### src/rtl/video_mem_arb_pkg.sv
`default_nettype none
// ------------------------------------------------------------------
// video_mem_arb_pkg : arbiter FSM encoding, write-entry type, defaults
// Revision: 1.0
// ------------------------------------------------------------------
package video_mem_arb_pkg;

  localparam int FIFO_DEPTH_DEFAULT = 4;
  localparam int ADDR_W             = 16;
  localparam int DATA_W             = 8;

  typedef enum logic [1:0] {
    ST_IDLE     = 2'd0,
    ST_RD_ISSUE = 2'd1,
    ST_RD_WAIT  = 2'd2,
    ST_ACK      = 2'd3
  } arb_state_t;

  typedef struct packed {
    logic [ADDR_W-1:0] addr;
    logic [DATA_W-1:0] data;
  } wr_entry_t;

endpackage
`default_nettype wire

### src/rtl/video_mem_wfifo.sv
`default_nettype none
// ------------------------------------------------------------------
// video_mem_wfifo : synchronous CPU write buffer (power-of-two depth)
// Revision: 1.0
// ------------------------------------------------------------------
module video_mem_wfifo
  import video_mem_arb_pkg::*;
#(
  parameter int DEPTH = FIFO_DEPTH_DEFAULT
) (
  input  logic                   clk,
  input  logic                   rst_n,
  input  logic                   push,
  input  wr_entry_t              din,
  input  logic                   pop,
  output wr_entry_t              dout,
  output logic                   full,
  output logic                   empty,
  output logic [$clog2(DEPTH):0] count
);

  localparam int PTR_W = (DEPTH > 1) ? $clog2(DEPTH) : 1;
  localparam int CNT_W = $clog2(DEPTH) + 1;

  wr_entry_t        r_mem [DEPTH];
  logic [PTR_W-1:0] r_wr_ptr;
  logic [PTR_W-1:0] r_rd_ptr;
  logic [CNT_W-1:0] r_count;
  logic             w_push;
  logic             w_pop;

  assign w_push = push & ~full;
  assign w_pop  = pop & ~empty;

  // Pointers wrap naturally because DEPTH is a power of two.
  always_ff @(posedge clk or negedge rst_n) begin
    if (!rst_n) begin
      r_wr_ptr <= '0;
      r_rd_ptr <= '0;
      r_count  <= '0;
    end else begin
      if (w_push) r_wr_ptr <= r_wr_ptr + PTR_W'(1);
      if (w_pop)  r_rd_ptr <= r_rd_ptr + PTR_W'(1);
      case ({w_push, w_pop})
        2'b10:   r_count <= r_count + CNT_W'(1);
        2'b01:   r_count <= r_count - CNT_W'(1);
        default: r_count <= r_count;
      endcase
    end
  end

  always_ff @(posedge clk) begin
    if (w_push) r_mem[r_wr_ptr] <= din;
  end

  assign dout  = r_mem[r_rd_ptr];
  assign full  = (r_count == CNT_W'(DEPTH));
  assign empty = (r_count == '0);
  assign count = r_count;

endmodule
`default_nettype wire

### src/rtl/video_mem_arb.sv
`default_nettype none
// ------------------------------------------------------------------
// video_mem_arb : video-priority arbiter for a single-port sync RAM
// Revision: 1.0
// ------------------------------------------------------------------
module video_mem_arb
  import video_mem_arb_pkg::*;
#(
  parameter int FIFO_DEPTH = FIFO_DEPTH_DEFAULT
) (
  input  logic              clk,
  input  logic              resetn,
  input  logic              vid_en,
  input  logic [ADDR_W-1:0] vid_addr,
  output logic [DATA_W-1:0] vid_data,
  input  logic              cpu_req,
  input  logic              cpu_we,
  input  logic [ADDR_W-1:0] cpu_addr,
  input  logic [DATA_W-1:0] cpu_wdata,
  output logic              cpu_ack,
  output logic [DATA_W-1:0] cpu_rdata,
  output logic              cpu_busy,
  output logic [ADDR_W-1:0] mem_addr,
  output logic              mem_we,
  output logic [DATA_W-1:0] mem_wdata,
  input  logic [DATA_W-1:0] mem_rdata
);

  arb_state_t                  r_state;
  arb_state_t                  w_state_nxt;
  logic                        r_wr_ack;
  logic                        r_vid_slot;
  logic [DATA_W-1:0]           r_vid_data;
  logic [DATA_W-1:0]           r_cpu_rdata;
  logic [ADDR_W-1:0]           r_mem_addr_hold;
  logic                        w_push;
  logic                        w_drain;
  logic                        w_full;
  logic                        w_empty;
  logic [$clog2(FIFO_DEPTH):0] w_count;
  wr_entry_t                   w_din;
  wr_entry_t                   w_head;

  // The ack cycle still carries cpu_req but is not a fresh request.
  assign w_push  = cpu_req & cpu_we & ~w_full & ~r_wr_ack;
  assign w_drain = (r_state == ST_IDLE) & ~vid_en & ~w_empty;
  assign w_din   = {cpu_addr, cpu_wdata};

  video_mem_wfifo #(
    .DEPTH (FIFO_DEPTH)
  ) u_wfifo (
    .clk   (clk),
    .rst_n (resetn),
    .push  (w_push),
    .din   (w_din),
    .pop   (w_drain),
    .dout  (w_head),
    .full  (w_full),
    .empty (w_empty),
    .count (w_count)
  );

  always_ff @(posedge clk or negedge resetn) begin
    if (!resetn) r_state <= ST_IDLE;
    else         r_state <= w_state_nxt;
  end

  // Reads wait for an empty FIFO so they never overtake buffered writes.
  always_comb begin
    w_state_nxt = r_state;
    mem_addr    = r_mem_addr_hold;
    mem_we      = 1'b0;
    mem_wdata   = w_head.data;
    case (r_state)
      ST_IDLE:     if (cpu_req && !cpu_we && w_empty) w_state_nxt = ST_RD_ISSUE;
      ST_RD_ISSUE: if (!vid_en) w_state_nxt = ST_RD_WAIT;
      ST_RD_WAIT:  w_state_nxt = ST_ACK;
      ST_ACK:      w_state_nxt = ST_IDLE;
      default:     w_state_nxt = ST_IDLE;
    endcase
    if (vid_en) begin
      mem_addr = vid_addr;
    end else if (w_drain) begin
      mem_addr = w_head.addr;
      mem_we   = 1'b1;
    end else if (r_state == ST_RD_ISSUE) begin
      mem_addr = cpu_addr;
    end
  end

  always_ff @(posedge clk or negedge resetn) begin
    if (!resetn) begin
      r_wr_ack        <= 1'b0;
      r_vid_slot      <= 1'b0;
      r_vid_data      <= '0;
      r_cpu_rdata     <= '0;
      r_mem_addr_hold <= '0;
    end else begin
      r_wr_ack        <= w_push;
      r_vid_slot      <= vid_en;
      r_mem_addr_hold <= mem_addr;
      if (r_vid_slot) r_vid_data <= mem_rdata;
      // Captured even if video has taken the port back this cycle.
      if (r_state == ST_RD_WAIT) r_cpu_rdata <= mem_rdata;
    end
  end

  assign vid_data  = r_vid_slot ? mem_rdata : r_vid_data;
  assign cpu_ack   = r_wr_ack | (r_state == ST_ACK);
  assign cpu_rdata = r_cpu_rdata;
  assign cpu_busy  = (w_count != '0) | (r_state != ST_IDLE);

endmodule
`default_nettype wire
### config.mk
export PLATFORM = sky130hd
export DESIGN_NAME = video_mem_arb
export DESIGN_NICKNAME = d
export VERILOG_FILES = /design/src/rtl/video_mem_arb_pkg.sv /design/src/rtl/video_mem_wfifo.sv /design/src/rtl/video_mem_arb.sv
export SDC_FILE = /design/constraint.sdc
export NUM_CORES = 1
export LEC_CHECK = 0
export BUFFER_PORTS_ARGS = -buffer_cell sky130_fd_sc_hd__buf_2
export CAP_MARGIN = 10
export CORE_MARGIN = 5
export CORE_UTILIZATION = 45
export DETAILED_ROUTE_END_ITERATION = 10
export GPL_TIMING_DRIVEN = 0
export PLACE_DENSITY = 0.66
export SLEW_MARGIN = 20
export SYNTH_ARGS = -nofsm -noshare
export SYNTH_HDL_FRONTEND = slang
export SYNTH_HIERARCHICAL = 1
export SYNTH_SLANG_ARGS = --single-unit
### constraint.sdc
create_clock -name clk -period 3.4 [get_ports clk]
set_input_delay 0 -clock clk [delete_from_list [all_inputs] [get_ports clk]]
set_output_delay 0 -clock clk [all_outputs]
set_load 0.01 [all_outputs]
# After elaboration in Yosys (flattened, before gate mapping)
# Memory sizes are Yosys's and may differ from the RTL's.
# Index checks and enable logic that the tools add are counted.
# totals
reg_bits	43
mem_bits_rw	96
in_bits	53
output_inout_bits	43
wordCells	56
mem_count	1
# classes
add_sub_neg	4
eq_ne	8
mux	12
n_bitwise	13
n_reduce_logical	9
# mem_list
memory	words	width	read_ports	rd_clocked_by_memory_dff	write_ports	line_no	rtl
u_wfifo.r_mem	4	24	1	0	1	video_mem_wfifo.sv:25	wr_entry_t r_mem [DEPTH];
# op_table
operator	n
16-bit two-way mux	3
8-bit two-way mux	1
2-bit one-hot mux with 4 select lines	1
1-bit AND	7
2-bit == test (second input constant)	3
3-bit one-hot mux with 2 select lines	1
2-bit by 1-bit adder with 2-bit output (second input constant)	2
2-bit by 1-bit == test with 1-bit output (second input constant)	2
1-bit two-way mux	4
2-bit two-way mux	2
1-bit NOT	4
2-bit nonzero test	2
3-bit by 1-bit adder with 3-bit output (second input constant)	1
3-bit == test (second input constant)	1
3-bit logical NOT	1
3-bit nonzero test	1
3-bit by 1-bit subtractor with 3-bit output (second input constant)	1
1-bit logical AND	2
2-bit logical NOT	1
2-bit by 1-bit != test with 1-bit output (second input constant)	1
2-bit != test (second input constant)	1
1-bit OR	2
2-bit AND reduction	1
1-bit logical NOT	1

# Depth between registers and ports, before layout
# Gate-level depths: netlist of run 1.
# logic_depth
word_depth	7
mapped_depth	13
depth_no_buf	11

# Modules after synthesis
# Netlist of run 1, hierarchy kept.
# modules_own_cells
mod	n_inst	cells_each	area_each_um2	seq_area_each_um2
video_mem_wfifo	1	163	3933.8	3057.9
video_mem_arb	1	164	1890.6	900.9

# Worst setup path after synthesis of run 1
# OpenSTA, ideal clock, no wires.
# synth_timing
path_type	reg2reg
start	register r_state[0]
end	register u_wfifo.r_count[2] (netlist: u_wfifo/count[2])
setup_time_ns	0.079
arrival_ns	2.274
required_time_ns	3.321
slack_ns	1.047
path_stages_with_launch	14
path_buffers	2
period_less_slack_ns	2.353
cell_sequence	dfrtp_1 inv_1 ha_1 nand2b_1 buf_2 buf_2 nor2_1 o31a_1 ha_1 inv_1 fa_1 xor2_1 nor2_1 xor2_1
# synth_between
elab_chain_cells	6
elab_cells_between_ends	8
classes_between	2 x eq/ne; 1 x mux; 3 x bitwise; 2 x reduce/logical
# synth_rtl
element	line_no	rtl
start, declared	video_mem_arb.sv:29	arb_state_t r_state;
start signal, assigned	video_mem_arb.sv:65	else r_state <= w_state_nxt;
2-bit logical NOT *	video_mem_arb.sv:46	assign w_drain = (r_state == ST_IDLE) & ~vid_en & ~w_empty;
1-bit AND * (2 in series)	video_mem_arb.sv:46	
named net w_drain	video_mem_arb.sv:37	logic w_drain;
1-bit AND *	video_mem_wfifo.sv:33	assign w_pop = pop & ~empty;
named net u_wfifo.w_pop	video_mem_wfifo.sv:30	logic w_pop;
2-bit by 1-bit == test with 1-bit output or 2-bit == test (tied branches)	video_mem_wfifo.sv:44	case ({w_push, w_pop})
3-bit one-hot mux with 2 select lines or 2-bit nonzero test (tied branches)	n/a	
end signal, assigned	video_mem_wfifo.sv:45	2'b10: r_count <= r_count + CNT_W'(1);
end signal, assigned	video_mem_wfifo.sv:46	2'b01: r_count <= r_count - CNT_W'(1);
end signal, assigned	video_mem_wfifo.sv:47	default: r_count <= r_count;
end, declared	video_mem_wfifo.sv:28	logic [CNT_W-1:0] r_count;
# The timed path passes the listed nets; every way through them passes the cells marked *.
# A chain may end at the register's enable or synchronous reset.

# Worst setup path after layout of run 1
# Ends and elaborated chain as after synthesis.

==> reports/metrics.cfg, run 1 <==
[timing]
finClkSkew_ps = 7.23
hold_ws_ps = 135
grt_setup_unrepaired = false
worst_pin_slew_ps = 711
final.period_utilization = 0.794
fmax_ghz = 0.371
fin_setup_tns_ps = 0
maxSlewHeadroom = 0.526
setup_viol = 0
hold_viol = 0
min_period_ps = 2700
drv_slew = 0

[pwr]
ir_worst_vdd_uv = 474
leakage_uw = 0.00302
pwr_density_cell_nw_per_um2 = 806

[global_routing]
grt_pass1_vias = 3819
grt-ovfl-total = 0
antenna_found_initial = 0
gr-usage-all-layers = 0.178
grt_max_degree = 44
grt_pass1_wl_microns = 20000

[critical_path]
crit_chain = inv_1 -> ha_1 -> nand2b_1 -> buf_2 -> buf_2 -> nor2_1 -> o31a_1 -> ha_1 -> inv_1 -> fa_1 -> xor2_1 -> nor2_1 -> xor2_1
r2r-end = u_wfifo/count[2]
cp_max_fo = 10
reg2reg_setup_slack_ps = 700
worstPathRequired_ps = 3730
start_kind = flop
crit_slowest_cell = dfrtp_1
worst_r2r_startpoint = r_state[0]
path_buf_inv = 4
crit_type = reg2reg
max_stage_delay_ps = 410
cp_top_family = adder cells
r2r.worst_path.cells = 13
end_kind = flop
crit_arrival_ps = 3030

[floorplanning]
die_h_microns = 124
num_rows = 41
dieArea_sq_um = 15300
initial_core_util = 0.460
ioPinCount = 96
core_sq_um = 12700
fp.dieW_microns = 124

[final_layout]
area_growth_pct = 31.6
nFillCells = 961
stdcell_count = 679
n_antenna_cell = 0
regArea_sq_um = 3960
multi_input_area_sq_um = 1680
fin_nets = 557
final_layout_size_suffix_gt1_frac = 0.404

[placed_design]
dp_hpwl_microns = 7820
port_buffers = 95
placed_cells_incl_taps = 594
gp_congestion = 0.686

[route]
dr.first_iter.drc_count = 187
wire_per_inst_microns = 18.2
drt-pass1-iter-count = 4
drc = 0
vias = 3463
wirelength_microns = 12400
viasPerCell = 5.10
ant_nets = 0

[logic_synthesis]
post_synth_and_or_nand_nor_area_fraction = 0.0595
synth_compound_area_frac = 0.0627
synth-adder-area-share = 0.0228
synthArstFlopShare = 0.309
synth_mux_area_frac = 0.133
syn_inst = 327
synth_top_cells_by_area = edfxtp_1 49%, dfrtp_1 18%, mux4_2 7.0%, mux2_2 3.5%, mux4_1 2.7%
synth_top_area_frac = 0.495
synth-edff-count = 96
netlist_area_sq_um = 5820
synth-xor-area-share = 0.00902
synth_top_family_by_area = multiplexers
synth.avg_cell_area_sq_um = 17.8
synth_ff_type = edfxtp_1
syn_nets = 390
ys_seq_area_frac = 0.680
synth_top_area_cell = edfxtp_1
ys_seq_elements = 139
ys_types = 35
ys_warn_count = 6

[clock_network]
cts_max_path_buffers = 2
worst_skew_pair.late_latency_ps = 410
cts.sinks = 139
clk_pin_slew_worst_paths_ps = 60
clockRootBuffer = clkbuf_16
ctsResizeCount = 0
cts_tree = built
htreeDepth = 4
cts_buffers = 17

[run_status]
outcome = complete, no violations

[min_path]
hold_path_class = in2async

[flow_run]
drv_cap = 0

stage by stage:
stage / setup slack [ps] / power [uW] / area [sq um] / utilization
6_report: 702 / 6180 / 7660 / 0.605
5_1_grt: 500 / 6530 / 7660 / 0.605
4_1_cts: 681 / 6250 / 7660 / 0.605
3_5_place_dp: 699 / 4350 / 6520 / 0.515
3_3_place_gp: 630 / 4290 / 6520 / 0.514
2_1_floorplan: 1050 / 3740 / 5820 / -
Yosys cell counts (2+ instances only):
cell type  instances
a211oi_1           6
a211oi_2          10
and2_1             4
and2b_1            5
buf_12             3
buf_2             10
buf_6              4
clkbuf_1           2
dfrtp_1           43
edfxtp_1          96
ha_1               9
inv_1              8
mux2_2            18
mux4_1             6
mux4_2            18
nand2_1           18
nor2_1            20
nor2b_1           12
o31ai_1            6
o31ai_2           10
xnor2_1            3
xor2_1             3
report_power, final:
| group | internal [uW] | total [uW] | switching, uW |
|---|---|---|---|
| logic | 1010 | 2100 | 1080 |
| registers | 2130 | 2260 | 124 |
| clock network | 1180 | 1830 | 650 |
state kept, by name, indices dropped and copies added, names as in the netlist:
register,cells
r_state,2
cpu_rdata,8
r_wr_ack,1
u_wfifo/r_wr_ptr,2
u_wfifo/count,3
r_vid_slot,1
r_vid_data,8
u_wfifo/r_rd_ptr,2
r_mem_addr_hold,16
u_wfifo/r_mem,96
routing by layer:
layer  global-route usage  up-vias  share of wire  routed length (microns)
met5                    0        -              0                        0
met4               0.0657        0          0.014                      170
li1                     -     1584              -                        -
met1                0.221     1759           0.43                     5360
met2                0.297      105           0.49                     6060
met3               0.0495       15          0.063                      780
layout by cell type, fill, tap and decap left out, types with 2 or more instances in the layout:
cell	synthesis	final
and2b_1	5	5
xnor2_1	3	3
o31ai_2	10	10
a211oi_2	10	10
xor2_1	3	3
mux4_2	18	18
dlygate4sd3_1	0	53
edfxtp_1	96	96
inv_1	8	8
buf_6	4	4
buf_2	10	104
buf_12	3	3
nand2_1	18	18
mux2_2	18	18
clkbuf_8	0	6
mux4_1	6	6
ha_1	9	9
o31ai_1	6	6
clkinv_2	0	2
clkbuf_1	2	5
and2_2	0	4
nor2b_1	12	12
clkbuf_16	0	20
a211oi_1	6	6
dfrtp_1	43	43
nor2_1	20	20
worst max-delay path by stage:
stage | startpoint | slack [ps] | endpoint | depth (start not counted)
after floorplan | r_state[0] | 1050 | u_wfifo/count[2] | 13
after global placement | u_wfifo/count[2] | 630 | u_wfifo/r_mem[1][1] | 4
after detailed placement | r_state[0] | 700 | u_wfifo/count[2] | 13
after CTS | r_state[0] | 680 | u_wfifo/count[2] | 13
after global routing | r_state[0] | 500 | u_wfifo/count[2] | 13
final | r_state[0] | 700 | u_wfifo/count[2] | 13
cell families after synthesis:
logic type,count (synthesis)
muxes,43
xor gates and xnor gates,6
adders and majority gates,10
AOI/OAI and AO/OA,35
buffers and inverters,27
DFF,139
and+or+nand+nor,67
repair_timing:
| item | in CTS | in global routing |
|---|---|---|
| endpoints found under the hold margin | 174 | 0 |
| hold buffers | 53 | 0 |
| buffers inserted | 0 | 0 |
layout make-up:
class,count,area share
flip-flops and latches,139,0.516
multi-input cells,161,0.219
repair buffers,148,0.132
clock buffers,29,0.0775
well taps,172,0.0281
plain buffers,19,0.0212
inverters,8,0.00392
clock inverters,3,0.00229
No activity file was read; power rests on OpenSTA's default activity.
==> run 2: changes to the inputs <==
Clock period 3.4 ns to 2.75 ns, I/O delays scaled along.
==> run 2 against run 1 <==
  * Clock power increased by 23%
  * Die area unchanged
  * Flip-flop and latch count is the same
  * Combinational power rose by 23%
  * Global-route usage stayed put
  * Cell count did not move
  * Critical path depth is 1 lower
  * Worst setup slack got worse by 460 ps
  * Core utilization increased by 0.079 points
  * Count of clock-buffer cells in the layout unchanged
  * Sequential power is 23% higher
  * Critical path type unchanged
  * Critical endpoint unchanged
==> reports/metrics.cfg, run 2 (synthesized netlist as in run 1, its figures left out) <==
[run_status]
outcome = complete, no violations

[route]
wire_per_inst_microns = 18.3
drt-pass1-iter-count = 6
ant_nets = 0
wirelength_microns = 12400
vias = 3471
dr.first_iter.drc_count = 198
drc = 0
viasPerCell = 5.11

[final_layout]
fin_nets = 557
layout_commonest_cell = buf_2
final_layout_size_suffix_gt1_frac = 0.408
stdcell_count = 679
n_antenna_cell = 0
largest_register_ffs = 96
multi_input_area_sq_um = 1690
nFillCells = 960
max_flop_register = u_wfifo/r_mem
regArea_sq_um = 3960
mostFrequentLayoutCells = 103 x buf_2, 96 x edfxtp_1, 53 x dlygate4sd3_1
reg_top3 = u_wfifo/r_mem: 96 flops, r_mem_addr_hold: 16 flops
area_growth_pct = 31.8

[global_routing]
grt_util_met1 = 0.221
grt_pass1_vias = 3819
gr-usage-met3 = 0.0495
grt-ovfl-total = 0
grt_max_degree = 44
antenna_found_initial = 0
top_usage_layer = met2
met2_usage = 0.297
grt_pass1_wl_microns = 20000
gr-usage-all-layers = 0.178

[timing]
finClkSkew_ps = 6.32
grt_setup_unrepaired = false
setup_viol = 0
hold_ws_ps = 134
worst_pin_slew_ps = 712
final.period_utilization = 0.913
hold_viol = 0
min_period_ps = 2510
maxSlewHeadroom = 0.526
drv_slew = 0
fmax_ghz = 0.398

[clock_network]
worst_skew_pair.late_latency_ps = 410
cts_buffers = 17
clk_pin_slew_worst_paths_ps = 60
cts.sinks = 139
htreeDepth = 4
cts_tree = built
clockRootBuffer = clkbuf_16
cts_max_path_buffers = 2

[critical_path]
max_stage_delay_ps = 420
crit_type = reg2reg
crit_slowest_cell = dfrtp_1
crit_chain = inv_1 -> ha_2 -> nand2b_1 -> buf_2 -> nor2_1 -> o31a_1 -> ha_1 -> inv_1 -> fa_1 -> xor2_1 -> nor2_1 -> xor2_1
cp_max_fo = 18
reg2reg_setup_slack_ps = 240
timing.critical_path.from = r_state[0]
end_kind = flop
worstPathRequired_ps = 3090
crit_arrival_ps = 2850
start_kind = flop
worst_r2r_startpoint = r_state[0]

[floorplanning]
num_rows = 41
die_h_microns = 124
fp.dieW_microns = 124
initial_core_util = 0.460
dieArea_sq_um = 15300
core_sq_um = 12700
ioPinCount = 96

[placed_design]
port_buffers = 95
dp_hpwl_microns = 7820
gp_congestion = 0.686
placed_cells_incl_taps = 594

[pwr]
ir_worst_vdd_uv = 586
pwr_density_cell_nw_per_um2 = 996
total_power_uw = 7640
leakage_uw = 0.00302

[flow_run]
drv_cap = 0

[min_path]
hold_path_class = in2async

## run 2: worst paths after layout
check	to	depth (start not counted)
max in group asynchronous	u_wfifo/count[0]	2
max	u_wfifo/count[2]	12
min	cpu_rdata[2]	2
max reg2reg	u_wfifo/count[2]	12
min reg2reg	r_vid_data[6]	1
min in group clk	r_vid_slot	2
## run 2: routing by layer
| layer | share of wire | vias to the layer above |
|---|---|---|
| li1 | - | 1584 |
| met1 | 0.43 | 1769 |
| met2 | 0.50 | 103 |
| met3 | 0.061 | 15 |
| met4 | 0.014 | 0 |
| met5 | 0 | - |
## run 2: layout make-up
| type | instances | area share |
|---|---|---|
| sequential | 139 | 0.516 |
| multi-input combinational | 161 | 0.220 |
| timing repair buffer | 149 | 0.132 |
| clock buffer | 29 | 0.0774 |
| tap | 172 | 0.0280 |
| buffer | 18 | 0.0205 |
| inverter | 8 | 0.00391 |
| clock inverter | 3 | 0.00228 |
## run 2: stage by stage
stage / util / worst slack [ps] / area, sq um / setup TNS [ps]
after detailed placement: 0.515 / 49.5 / 6520 / 0
after floorplan: - / 397 / 5820 / 0
final: 0.606 / 240 / 7670 / 0
after global placement: 0.514 / -20.3 / 6520 / -446
after global routing: 0.606 / 74.3 / 7670 / 0
after CTS: 0.605 / 31.1 / 7660 / 0
## run 2: power breakdown
group	switching (uW)	internal [uW]
Combinational	1330	1260
Sequential	158	2630
Clock	804	1460
Total	2290	5350
## run 2: timing repair
action,4_1_cts,5_1_grt
hold buffers,53,0
hold endpoints to repair,174,0
setup buffers,0,1
setup endpoints to repair,0,2
resized for setup,0,2
## run 2: worst max-delay path: cells and delay by family, from the launching register on
kind	cells	cell delay, ps
AOI/OAI and AO/OA	1	180
xor gates and xnor gates	2	300
adders and majority gates	3	790
buffers and inverters	3	430
DFF	1	420
and+or+nand+nor	3	310
